===== src/rtl/video_dma.sv =====
// OAM DMA and CGB HDMA engine sharing one byte-slot sequencer on the source bus.
// HDMA wins each slot boundary; an OAM slot in flight always finishes first.
module video_dma #(
   parameter int OAM_BYTES       = 160,
   parameter int CYCLES_PER_BYTE = 4,
   parameter int HDMA_BLOCK      = 16,
   parameter int CGB             = 1
) (
   input  logic        clk,
   input  logic        reset,
   input  logic        cpu_sel_reg,
   input  logic [7:0]  cpu_addr,
   input  logic        cpu_wr,
   input  logic [7:0]  cpu_di,
   output logic [7:0]  cpu_do,
   input  logic        lcd_on,
   input  logic        hblank_start,
   output logic        cpu_stall,
   output logic        src_rd,
   output logic [15:0] src_addr,
   input  logic [7:0]  src_data,
   output logic        oam_dma_active,
   output logic        oam_wr,
   output logic [7:0]  oam_addr,
   output logic [7:0]  oam_di,
   output logic        vram_wr,
   output logic [12:0] vram_addr,
   output logic [7:0]  vram_di
);
   localparam int          CW       = $clog2(CYCLES_PER_BYTE);
   localparam logic [CW-1:0] CYC_LAST = CW'(CYCLES_PER_BYTE - 1);
   localparam logic [7:0]  OAM_LAST = 8'(OAM_BYTES - 1);
   localparam logic [15:0] BLK_LAST = 16'(HDMA_BLOCK - 1);
   localparam bit          HAS_HDMA = (CGB != 0);

   typedef enum logic [1:0] {IDLE, GDMA, HWAIT, HBLOCK} hstate_e;

   hstate_e        state_q, state_d;
   logic           busy_q, busy_d, owner_q, owner_d, hwr_q;
   logic [CW-1:0]  cyc_q, cyc_d;
   logic           oam_act_q, oam_act_d;
   logic [7:0]     page_q, page_d, idx_q, idx_d;
   logic [15:0]    hsrc_q, hsrc_d, bcnt_q, bcnt_d;
   logic [12:0]    dst_q, dst_d;
   logic [7:0]     blocks_q, blocks_d, blk_m1;
   logic           cancelled_q, cancelled_d, cancel_pend_q, cancel_pend_d;
   logic           strobe, wr46, wr_h, oam_restart, oam_wr_c, vram_wr_c, want_h;

   always_comb begin
      state_d       = state_q;
      busy_d        = busy_q;
      owner_d       = owner_q;
      cyc_d         = cyc_q;
      oam_act_d     = oam_act_q;
      page_d        = page_q;
      idx_d         = idx_q;
      hsrc_d        = hsrc_q;
      dst_d         = dst_q;
      bcnt_d        = bcnt_q;
      blocks_d      = blocks_q;
      cancelled_d   = cancelled_q;
      cancel_pend_d = cancel_pend_q;

      strobe      = busy_q && (cyc_q == CYC_LAST) && !reset;
      wr46        = cpu_sel_reg && cpu_wr && (cpu_addr == 8'h46);
      wr_h        = cpu_sel_reg && cpu_wr && HAS_HDMA;
      // A $46 rewrite drops the OAM slot in flight and restarts from byte 0.
      oam_restart = wr46 && busy_q && !owner_q;
      oam_wr_c    = strobe && !owner_q && !oam_restart;
      vram_wr_c   = strobe && owner_q;

      if (busy_q) cyc_d = cyc_q + 1'b1;

      if (oam_wr_c) begin
         idx_d = idx_q + 8'd1;
         if (idx_q == OAM_LAST) oam_act_d = 1'b0;
      end
      if (wr46) begin
         page_d    = cpu_di;
         idx_d     = 8'd0;
         oam_act_d = 1'b1;
      end

      if (vram_wr_c) begin
         hsrc_d = hsrc_q + 16'd1;
         dst_d  = dst_q + 13'd1;
         bcnt_d = bcnt_q + 16'd1;
         if (bcnt_q == BLK_LAST) begin
            bcnt_d   = 16'd0;
            blocks_d = blocks_q - 8'd1;
            if (state_q == GDMA) begin
               if (blocks_q == 8'd1) state_d = IDLE;
            end else if (cancel_pend_q) begin
               state_d     = IDLE;
               cancelled_d = 1'b1;
            end else if (blocks_q == 8'd1) begin
               state_d = IDLE;
            end else begin
               state_d = HWAIT;
            end
         end
      end

      if (state_q == HWAIT && (hblank_start || !lcd_on)) state_d = HBLOCK;

      if (wr_h) begin
         case (cpu_addr)
            8'h51: hsrc_d[15:8] = cpu_di;
            8'h52: hsrc_d[7:0]  = {cpu_di[7:4], 4'h0};
            8'h53: dst_d[12:8]  = cpu_di[4:0];
            8'h54: dst_d[7:0]   = {cpu_di[7:4], 4'h0};
            8'h55: begin
               if (state_q == IDLE) begin
                  blocks_d      = {1'b0, cpu_di[6:0]} + 8'd1;
                  bcnt_d        = 16'd0;
                  cancelled_d   = 1'b0;
                  cancel_pend_d = 1'b0;
                  state_d       = cpu_di[7] ? HWAIT : GDMA;
               end else if (!cpu_di[7]) begin
                  if (state_q == HWAIT) begin
                     state_d     = IDLE;
                     cancelled_d = 1'b1;
                  end else if (state_q == HBLOCK) begin
                     cancel_pend_d = 1'b1;
                  end
               end
            end
            default: ;
         endcase
      end

      want_h = (state_d == GDMA) || (state_d == HBLOCK);
      if (!busy_q || strobe || oam_restart) begin
         cyc_d = '0;
         if (want_h) begin
            busy_d  = 1'b1;
            owner_d = 1'b1;
         end else if (oam_act_d) begin
            busy_d  = 1'b1;
            owner_d = 1'b0;
         end else begin
            busy_d  = 1'b0;
         end
      end
   end

   always_ff @(posedge clk) begin
      if (reset) begin
         state_q       <= IDLE;
         busy_q        <= 1'b0;
         owner_q       <= 1'b0;
         hwr_q         <= 1'b0;
         cyc_q         <= '0;
         oam_act_q     <= 1'b0;
         page_q        <= 8'd0;
         idx_q         <= 8'd0;
         hsrc_q        <= 16'd0;
         dst_q         <= 13'd0;
         bcnt_q        <= 16'd0;
         blocks_q      <= 8'd0;
         cancelled_q   <= 1'b0;
         cancel_pend_q <= 1'b0;
      end else begin
         state_q       <= state_d;
         busy_q        <= busy_d;
         owner_q       <= owner_d;
         hwr_q         <= vram_wr_c;
         cyc_q         <= cyc_d;
         oam_act_q     <= oam_act_d;
         page_q        <= page_d;
         idx_q         <= idx_d;
         hsrc_q        <= hsrc_d;
         dst_q         <= dst_d;
         bcnt_q        <= bcnt_d;
         blocks_q      <= blocks_d;
         cancelled_q   <= cancelled_d;
         cancel_pend_q <= cancel_pend_d;
      end
   end

   assign blk_m1 = blocks_q - 8'd1;

   always_comb begin
      cpu_do = 8'hFF;
      if (cpu_sel_reg) begin
         if (cpu_addr == 8'h46) cpu_do = page_q;
         else if (cpu_addr == 8'h55 && HAS_HDMA) begin
            if (state_q != IDLE)  cpu_do = {1'b0, blk_m1[6:0]};
            else if (cancelled_q) cpu_do = {1'b1, blk_m1[6:0]};
         end
      end
   end

   // Stall covers the HDMA slots plus the cycle after each VRAM write.
   assign cpu_stall      = (busy_q && owner_q) || hwr_q;
   assign src_rd         = busy_q;
   assign src_addr       = !busy_q ? 16'd0 : (owner_q ? hsrc_q : {page_q, idx_q});
   assign oam_dma_active = oam_act_q;
   assign oam_wr         = oam_wr_c;
   assign oam_addr       = idx_q;
   assign oam_di         = oam_wr_c ? src_data : 8'd0;
   assign vram_wr        = vram_wr_c;
   assign vram_addr      = dst_q;
   assign vram_di        = vram_wr_c ? src_data : 8'd0;
endmodule


===== config.mk =====
export PLATFORM = sky130hd
export DESIGN_NAME = video_dma
export DESIGN_NICKNAME = d
export VERILOG_FILES = /design/src/rtl/video_dma.sv
export SDC_FILE = /design/constraint.sdc
export NUM_CORES = 1
export LEC_CHECK = 0
export CAP_MARGIN = 30
export CELL_PAD_IN_SITES_DETAIL_PLACEMENT = 0
export CELL_PAD_IN_SITES_GLOBAL_PLACEMENT = 2
export CORE_MARGIN = 2
export CORE_UTILIZATION = 27
export DETAILED_ROUTE_END_ITERATION = 10
export PLACE_DENSITY = 0.84
export SYNTH_ARGS = -nofsm -noshare
export SYNTH_HDL_FRONTEND = slang
export SYNTH_SLANG_ARGS = --single-unit

===== constraint.sdc =====
create_clock -name clk -period 1.8 [get_ports clk]
set_input_delay 0.18 -clock clk [delete_from_list [all_inputs] [get_ports clk]]
set_output_delay 0.18 -clock clk [all_outputs]
set_load 0.1 [all_outputs]

==> results of run 1 <==
-- per-layer routing --
| layer | part of all wire, % | wire [um] | up-vias |
|---|---|---|---|
| li1 | - | - | 2284 |
| met1 | 44 | 6729 | 2258 |
| met2 | 51 | 7791 | 80 |
| met3 | 3.6 | 556 | 18 |
| met4 | 1.6 | 248 | 0 |
| met5 | 0 | 0 | - |
-- synthesized netlist by cell type, types with 2 or more instances --
master / count
nand2_1: 40
o21ai_0: 5
ha_1: 11
o22ai_1: 9
mux2i_1: 26
dfxtp_1: 79
a21o_1: 2
a211oi_1: 26
buf_2: 5
and3b_1: 3
nor3_1: 23
a21boi_0: 2
a21oi_1: 11
and2_1: 17
nand3_1: 14
and4_1: 5
clkbuf_1: 12
or3_1: 6
and3_1: 10
nand2b_1: 4
nand3b_1: 3
nor2_1: 70
xor2_1: 23
nor4_1: 4
o31ai_1: 2
xnor2_1: 42
inv_1: 17
or2_2: 2
nand4_1: 19
nor2b_1: 17
buf_6: 2
and4bb_2: 2
-- layout make-up --
cell class / instances / area, um2
Tap cell: 220 / 275.3
Clock inverter: 7 / 50.05
Fill cell: 1515 / 8584
Timing Repair Buffer: 197 / 2207
Clock buffer: 9 / 225.2
Sequential cell: 79 / 1640
Inverter: 18 / 70.07
Multi-Input combinational cell: 425 / 3590
-- what timing repair did --
| item | in CTS | in global routing |
|---|---|---|
| resized for setup | 81 | 47 |
| setup buffers | 18 | 9 |
| pin swaps | 35 | 29 |
| gates cloned | 1 | 0 |
| endpoints found under the setup margin | 63 | 65 |
-- kinds of logic after synthesis --
| kind of cell | after synthesis | share of synthesized area, % |
|---|---|---|
| multiplexers | 26 | 5.661 |
| AND/OR/NAND/NOR | 258 | 31.25 |
| AO/OA/AOI/OAI | 65 | 9.744 |
| XOR/XNOR | 65 | 12.38 |
| adder cells (fa/ha/maj) | 11 | 2.994 |
| buffers and inverters | 38 | 3.565 |
| flip-flops | 79 | 34.40 |
-- worst min-delay path: cells and delay by family --
kind / cells / cell delay (ns)
buf+inv: 2 / 0.34
simple gates: 1 / 0.11
-- per-stage QoR --
stage	instances	setup slack, ns	setup TNS, ns
after floorplan	542	-0.07704	-0.3317
after global placement	914	-0.3609	-15.87
after detailed placement	914	-0.3522	-17.72
after CTS	948	-0.3812	-2.550
after global routing	955	-0.4051	-3.804
final	955	-0.3593	-2.028
-- worst min path at each step --
| stage | cells after the start | end | slack (ns) | start |
|---|---|---|---|---|
| floorplan | 2 | page_q[1] | 0.32 | cpu_di[1] |
| finish | 3 | page_q[1] | 0.33 | reset |
| global route | 3 | page_q[1] | 0.33 | reset |
| global placement | 1 | cyc_q[0] | 0.41 | cyc_q[0] |
| detailed placement | 1 | cyc_q[0] | 0.42 | cyc_q[0] |
| CTS | 3 | page_q[3] | 0.31 | reset |
-- flip-flops by register name (all words and copies together), names as in the netlist, 2 cells and up --
name and count:
vram_addr 13, oam_addr 8, cyc_q 2, bcnt_q 16, hsrc_q 16, page_q 8, blocks_q 8, state_q 2
-- where the power goes --
group          switching (mW)  leakage (nW)  internal (mW)
Sequential            0.00295         0.653           1.73
Combinational           0.141          2.21          0.130
Clock                   0.795         0.139          0.937
==> reports/metrics.csv, run 1 <==
stage;metric;value;unit
run_status;status;finished with violations;
run_status;violations;negative setup slack;
floorplan;die_h;134.5;um
setup_path;timing.rr.start;blocks_q[1];
cells_and_area;nets;771;
setup_path;crit_type;reg2out;
cells_and_area;fin_area;8058;um2
place;dpl.hpwl;11470;um
setup_path;reg2regPathDepth;8;
routing;vias_per_cell;4.859;
global_routing;grt_pass1_vias;4741;
sta;setup_violations;25;
sta;slew-limit-headroom;75.79;%
synth;synth-async-reset-ratio;0;%
setup_path;r2r_slack;-0.18;ns
pwr;p_leak;3.005;nW
synth;synth_area_leaders;dfxtp_1 34%, xnor2_1 8.0%, nor2_1 5.7%;
setup_path;path_common_cell;or3_4;
setup_path;cp-end-kind;output pin;
cells_and_area;final_common_cell;buf_4;
synth;synth_enable_flop_cells;0;
setup_path;endpoint;cpu_do[5];
global_routing;busiest_layer;met2;
synth;ys_ff_latch;79;
cells_and_area;drive_gt1_share;45.85;%
clock_network;clkSinkCount;79;
cells_and_area;area_delta_synth_final;75.29;%
synth;yosysSeqAreaShare;34.40;%
sta;fin_crit_sh;120.0;%
cells_and_area;final_cell_mix;105 x buf_4, 67 x nor2_1, 52 x dfxtp_1;
synth;synth_cell_types;61;
pwr;peakVddDrop;401.2;uV
setup_path;worstPathArrival;1.98;ns
setup_path;cp.depth;6;
setup_path;cp-start-kind;flip-flop;
setup_path;cpPeakStageDelay;0.38;ns
synth;ys_warn_count;0;
job;max-cap-violations;0;
floorplan;start_util;27.62;%
setup_path;cp.required;1.62;ns
routing;wl_per_cell;16.05;um
sta;drv_slew;0;
clock_network;cts_max_level;3;
sta;rsz0062_at_grt;true;
global_routing;use_met3;3.191;%
global_routing;grt_max_degree;30;
synth;ys.flop_type;dfxtp_1;
cells_and_area;n_antenna_cell;0;
clock_network;insertion_delay;0.34;ns
floorplan;die_x;134.5;um
place;place_area;6970;um2
setup_path;path_max_fanout;3;
global_routing;met1_usage;21.68;%
clock_network;cts-root-buf;clkbuf_16;
clock_network;hold_buffers;0;
global_routing;globalRouteMet2Util;30.07;%
place;place_congestion;0.8672;
clock_network;clk_pin_slew_worst_paths;0.06;ns
synth;postSynthNetCount;583;
global_routing;grt_usage;17.31;%
synth;yosysTopAreaCellShare;34.40;%
setup_path;r2r-end;src_rd;
setup_path;crit_slowest_cell;or3_4;
sta;skew;0.004123;ns
pwr;power;3.740;mW
clock_network;cts_tree;done;
routing;num_vias;4640;
setup_path;cp_num_buf_inv;1;
routing;postRouteAntennaNets;0;
setup_path;crit_chain;or3_4 > or3_4 > xnor2_4 > o22ai_2 > nand2_4 > buf_12;
floorplan;rows;47;
sta;finalHoldViolCount;0;
synth;syn_avg_cell_area;8.481;um2
synth;yosysTopAreaCell;dfxtp_1;
floorplan;core_area;16640;um2
place;portBuffers;95;
sta;fmax;0.4631;GHz
sta;period_minus_slack;2.159;ns
routing;drc;0;
clock_network;clk_path_buf_depth;2;
routing;drt_first_pass_iters;4;
global_routing;grt_pass1_wl;25010;um
min_path;hp-class;in2reg;
sta;hold-worst-slack;0.3270;ns
setup_path;critical_path.startpoint;blocks_q[2];
sta;worst_pin_slew;0.3632;ns
routing;routed_wl;15330;um
pwr;p_per_area;464.2;nW/um2
sta;setup_slack;-0.3593;ns
synth;syn_area;4597;um2
setup_path;cp_top_family;simple AND/OR/NAND/NOR gates;
global_routing;overflow;0;
cells_and_area;utilization;48.42;%
floorplan;fp.dieArea;18080;um2
synth;syn_inst;542;
routing;drtIter0Drc;160;
clock_network;cts_buffers;9;
global_routing;antenna_found_initial;0;
floorplan;io_pins;96;
No activity file was read; power rests on OpenSTA's default activity.
==> run 2, diff against run 1 <==
- ABC_CLOCK_PERIOD_IN_PS: default -> 1800
- CORE_ASPECT_RATIO: default -> 0.8
==> run 2 against run 1 <==
Net effect: the run still ends with negative setup slack left; power up 8.6%; sequential power about the same; clock power up 17%; via count up 3.4%; non-clock buffer count up 26; die area about the same; sequential share of layout area down 0.98 points; cell count up 2.7%; clock skew up 0.0017 ns.
==> reports/metrics.csv, run 2 (synthesis results as in run 1) <==
stage;metric;value;unit;change
setup_path;cp_num_buf_inv;2;;+1
pwr;p_sw_share;22.71;%;-2.4 points
global_routing;grt_max_degree;48;;+60%
pwr;intPower;3.139;mW;+12%
clock_network;cts_max_level;3;;unchanged
pwr;p_leak;3.226;nW;+7.4%
floorplan;die_h;120.7;um;-10%
floorplan;die_x;149.9;um;+11%
run_status;violations;negative setup slack;;
cells_and_area;final_common_cell;buf_4;;
cells_and_area;n_antenna_cell;0;;unchanged
setup_path;cp.depth;7;;+1
run_status;status;finished with violations;;
global_routing;overflow;0;;unchanged
setup_path;path_max_fanout;2;;-1
pwr;p_sw;922.5;uW;-1.7%
floorplan;io_pins;96;;unchanged
global_routing;grt_pass1_wl;25590;um;+2.3%
setup_path;crit_slowest_cell;or3_4;;
floorplan;core_area;16610;um2;-0.22%
cells_and_area;fill_cells;1491;;-1.6%
sta;rsz0062_at_grt;true;;
sta;setup_violations;40;;+60%
cells_and_area;nets;797;;+3.4%
pwr;p_clk_share;49.9;%;+3.6 points
clock_network;clk_path_buf_depth;2;;unchanged
setup_path;cp-start-kind;flip-flop;;
cells_and_area;fin_cells;981;;+2.7%
sta;finalSetupTns;-5.177;ns;-3.149 ns
routing;postRouteAntennaNets;0;;unchanged
sta;setup_slack;-0.4280;ns;-0.06871 ns
cells_and_area;utilization;51.09;%;+2.7 points
place;place_area;7113;um2;+2.0%
setup_path;path_common_cell;or3_4;;
sta;period_minus_slack;2.228;ns;+0.06871 ns
setup_path;crit_chain;buf_6 > or3_4 > or3_4 > xnor2_2 > o22ai_2 > nand2_4 > buf_12;;
sta;hold-worst-slack;0.5023;ns;+0.1753 ns
routing;vias_per_cell;4.889;;+0.62%
cells_and_area;fin_area;8483;um2;+5.3%
job;max-cap-violations;0;;unchanged
place;place_congestion;0.9046;;+4.3%
setup_path;critical_path.startpoint;blocks_q[1];;
floorplan;start_util;27.68;%;+0.060 points
place;portBuffers;95;;unchanged
min_path;min-delay-start;cancelled_q;;
sta;fin_crit_sh;123.8;%;+3.8 points
global_routing;antenna_found_initial;0;;unchanged
floorplan;fp.dieArea;18090;um2;about the same
setup_path;cp_top_family;simple AND/OR/NAND/NOR gates;;
routing;drtIter0Drc;235;;+47%
setup_path;worstPathArrival;2.05;ns;+0.07 ns
sta;worst_pin_slew;0.3577;ns;-0.005474 ns
cells_and_area;area_delta_synth_final;84.54;%;
routing;wl_per_cell;17.07;um;+6.4%
cells_and_area;final_cell_mix;115 x buf_4, 62 x nor2_1, 50 x buf_12;;
clock_network;cts-root-buf;clkbuf_16;;
setup_path;timing.rr.start;blocks_q[1];;
sta;finalHoldViolCount;0;;unchanged
pwr;p_seq_share;42.8;%;-3.7 points
pwr;combPwrFrac;7.3;%;about the same
sta;drv_slew;0;;unchanged
sta;fmax;0.4488;GHz;-3.1%
routing;num_vias;4796;;+3.4%
setup_path;cp.required;1.62;ns;about the same
min_path;hp-class;reg2reg;;
clock_network;insertion_delay;0.35;ns;about the same
clock_network;cts_tree;done;;
cells_and_area;drive_gt1_share;50.20;%;+4.3 points
floorplan;rows;42;;-11%
place;dp.cells;924;;+1.1%
global_routing;grt_pass1_vias;4655;;-1.8%
sta;slew-limit-headroom;76.08;%;+0.29 points
clock_network;clkSinkCount;79;;unchanged
pwr;p_per_area;478.7;nW/um2;+3.1%
setup_path;cpPeakStageDelay;0.36;ns;-0.02 ns
setup_path;cp-end-kind;output pin;;
min_path;holdPathStages;2;;-1
global_routing;grt_usage;18.23;%;+0.93 points
sta;skew;0.005781;ns;+0.001658 ns
setup_path;reg2regPathDepth;9;;+1
pwr;peakVddDrop;402.6;uV;+0.36%
place;dpl.hpwl;12160;um;+6.0%
setup_path;crit_type;reg2out;;
place;dp_slack;-0.4282;ns;-0.07593 ns
clock_network;clk_pin_slew_worst_paths;0.06;ns;about the same
routing;routed_wl;16750;um;+9.3%
clock_network;cts_buffers;9;;unchanged
routing;drc;0;;unchanged
pwr;power;4.061;mW;+8.6%
routing;drt_first_pass_iters;5;;+1
## run 2: changes by cell type in the layout (fill, tap and decap cells not counted), sizes merged
| cell | previous run | this run |
|---|---|---|
| clkdlybuf4s15 | 0 | 1 |
| bufinv | 0 | 2 |
| dlygate4sd2 | 7 | 4 |
| inv | 18 | 17 |
| clkinvlp | 0 | 1 |
| clkbuf | 9 | 16 |
| clkinv | 7 | 4 |
| dlymetal6s2s | 0 | 1 |
| buf | 169 | 190 |
## run 2: worst min-delay path: stages (launching register included)
cell and delay (ns):
dfxtp_1 0.30, inv_1 0.08, a31oi_1 0.08
## run 2: power groups by stage
stage | sequential (mW) | combinational (mW) | clock (mW)
final | 1.74 | 0.297 | 2.03
after global routing | 1.74 | 0.314 | 2.15
after CTS | 1.74 | 0.285 | 2.08
after detailed placement | 1.78 | 0.277 | 0
after global placement | 1.78 | 0.276 | 0
after floorplan | 1.78 | 0.0955 | 0
## run 2: final timing paths
check                endpoint  slack (ns)
setup / recovery    cpu_do[5]       -0.43
hold / removal    cancelled_q        0.50
setup reg to reg  blocks_q[5]       -0.22
hold reg to reg   cancelled_q        0.50
## run 2: cell type report
type | instances | area (um2) | area share (%)
Sequential cell | 79 | 1644 | 19.38
Multi-Input combinational cell | 425 | 3623 | 42.71
Inverter | 18 | 72.57 | 0.8555
Clock buffer | 10 | 239.0 | 2.817
Timing Repair Buffer | 223 | 2535 | 29.88
Clock inverter | 6 | 93.84 | 1.106
Tap cell | 220 | 275.3 | 3.245
## run 2: layer usage
| layer | vias up | wire, um | GRT usage (%) |
|---|---|---|---|
| li1 | 2345 | - | - |
| met3 | 15 | 888 | 3.509 |
| met2 | 137 | 8102 | 30.31 |
| met5 | - | 0 | 0 |
| met4 | 0 | 189 | 4.422 |
| met1 | 2299 | 7565 | 24.33 |
## run 2: timing repair
item,4_1_cts,5_1_grt
cloned,1,3
buffers inserted,21,18
hold buffers,0,0
resized for setup,77,83
setup endpoints to repair,59,73
pin swaps,27,57
==> run 3, diff against run 2 <==
- GPL_ROUTABILITY_DRIVEN: default -> 1
==> results of run 3 <==
The final DEF is identical to that of run 2; final timing and power are the same.
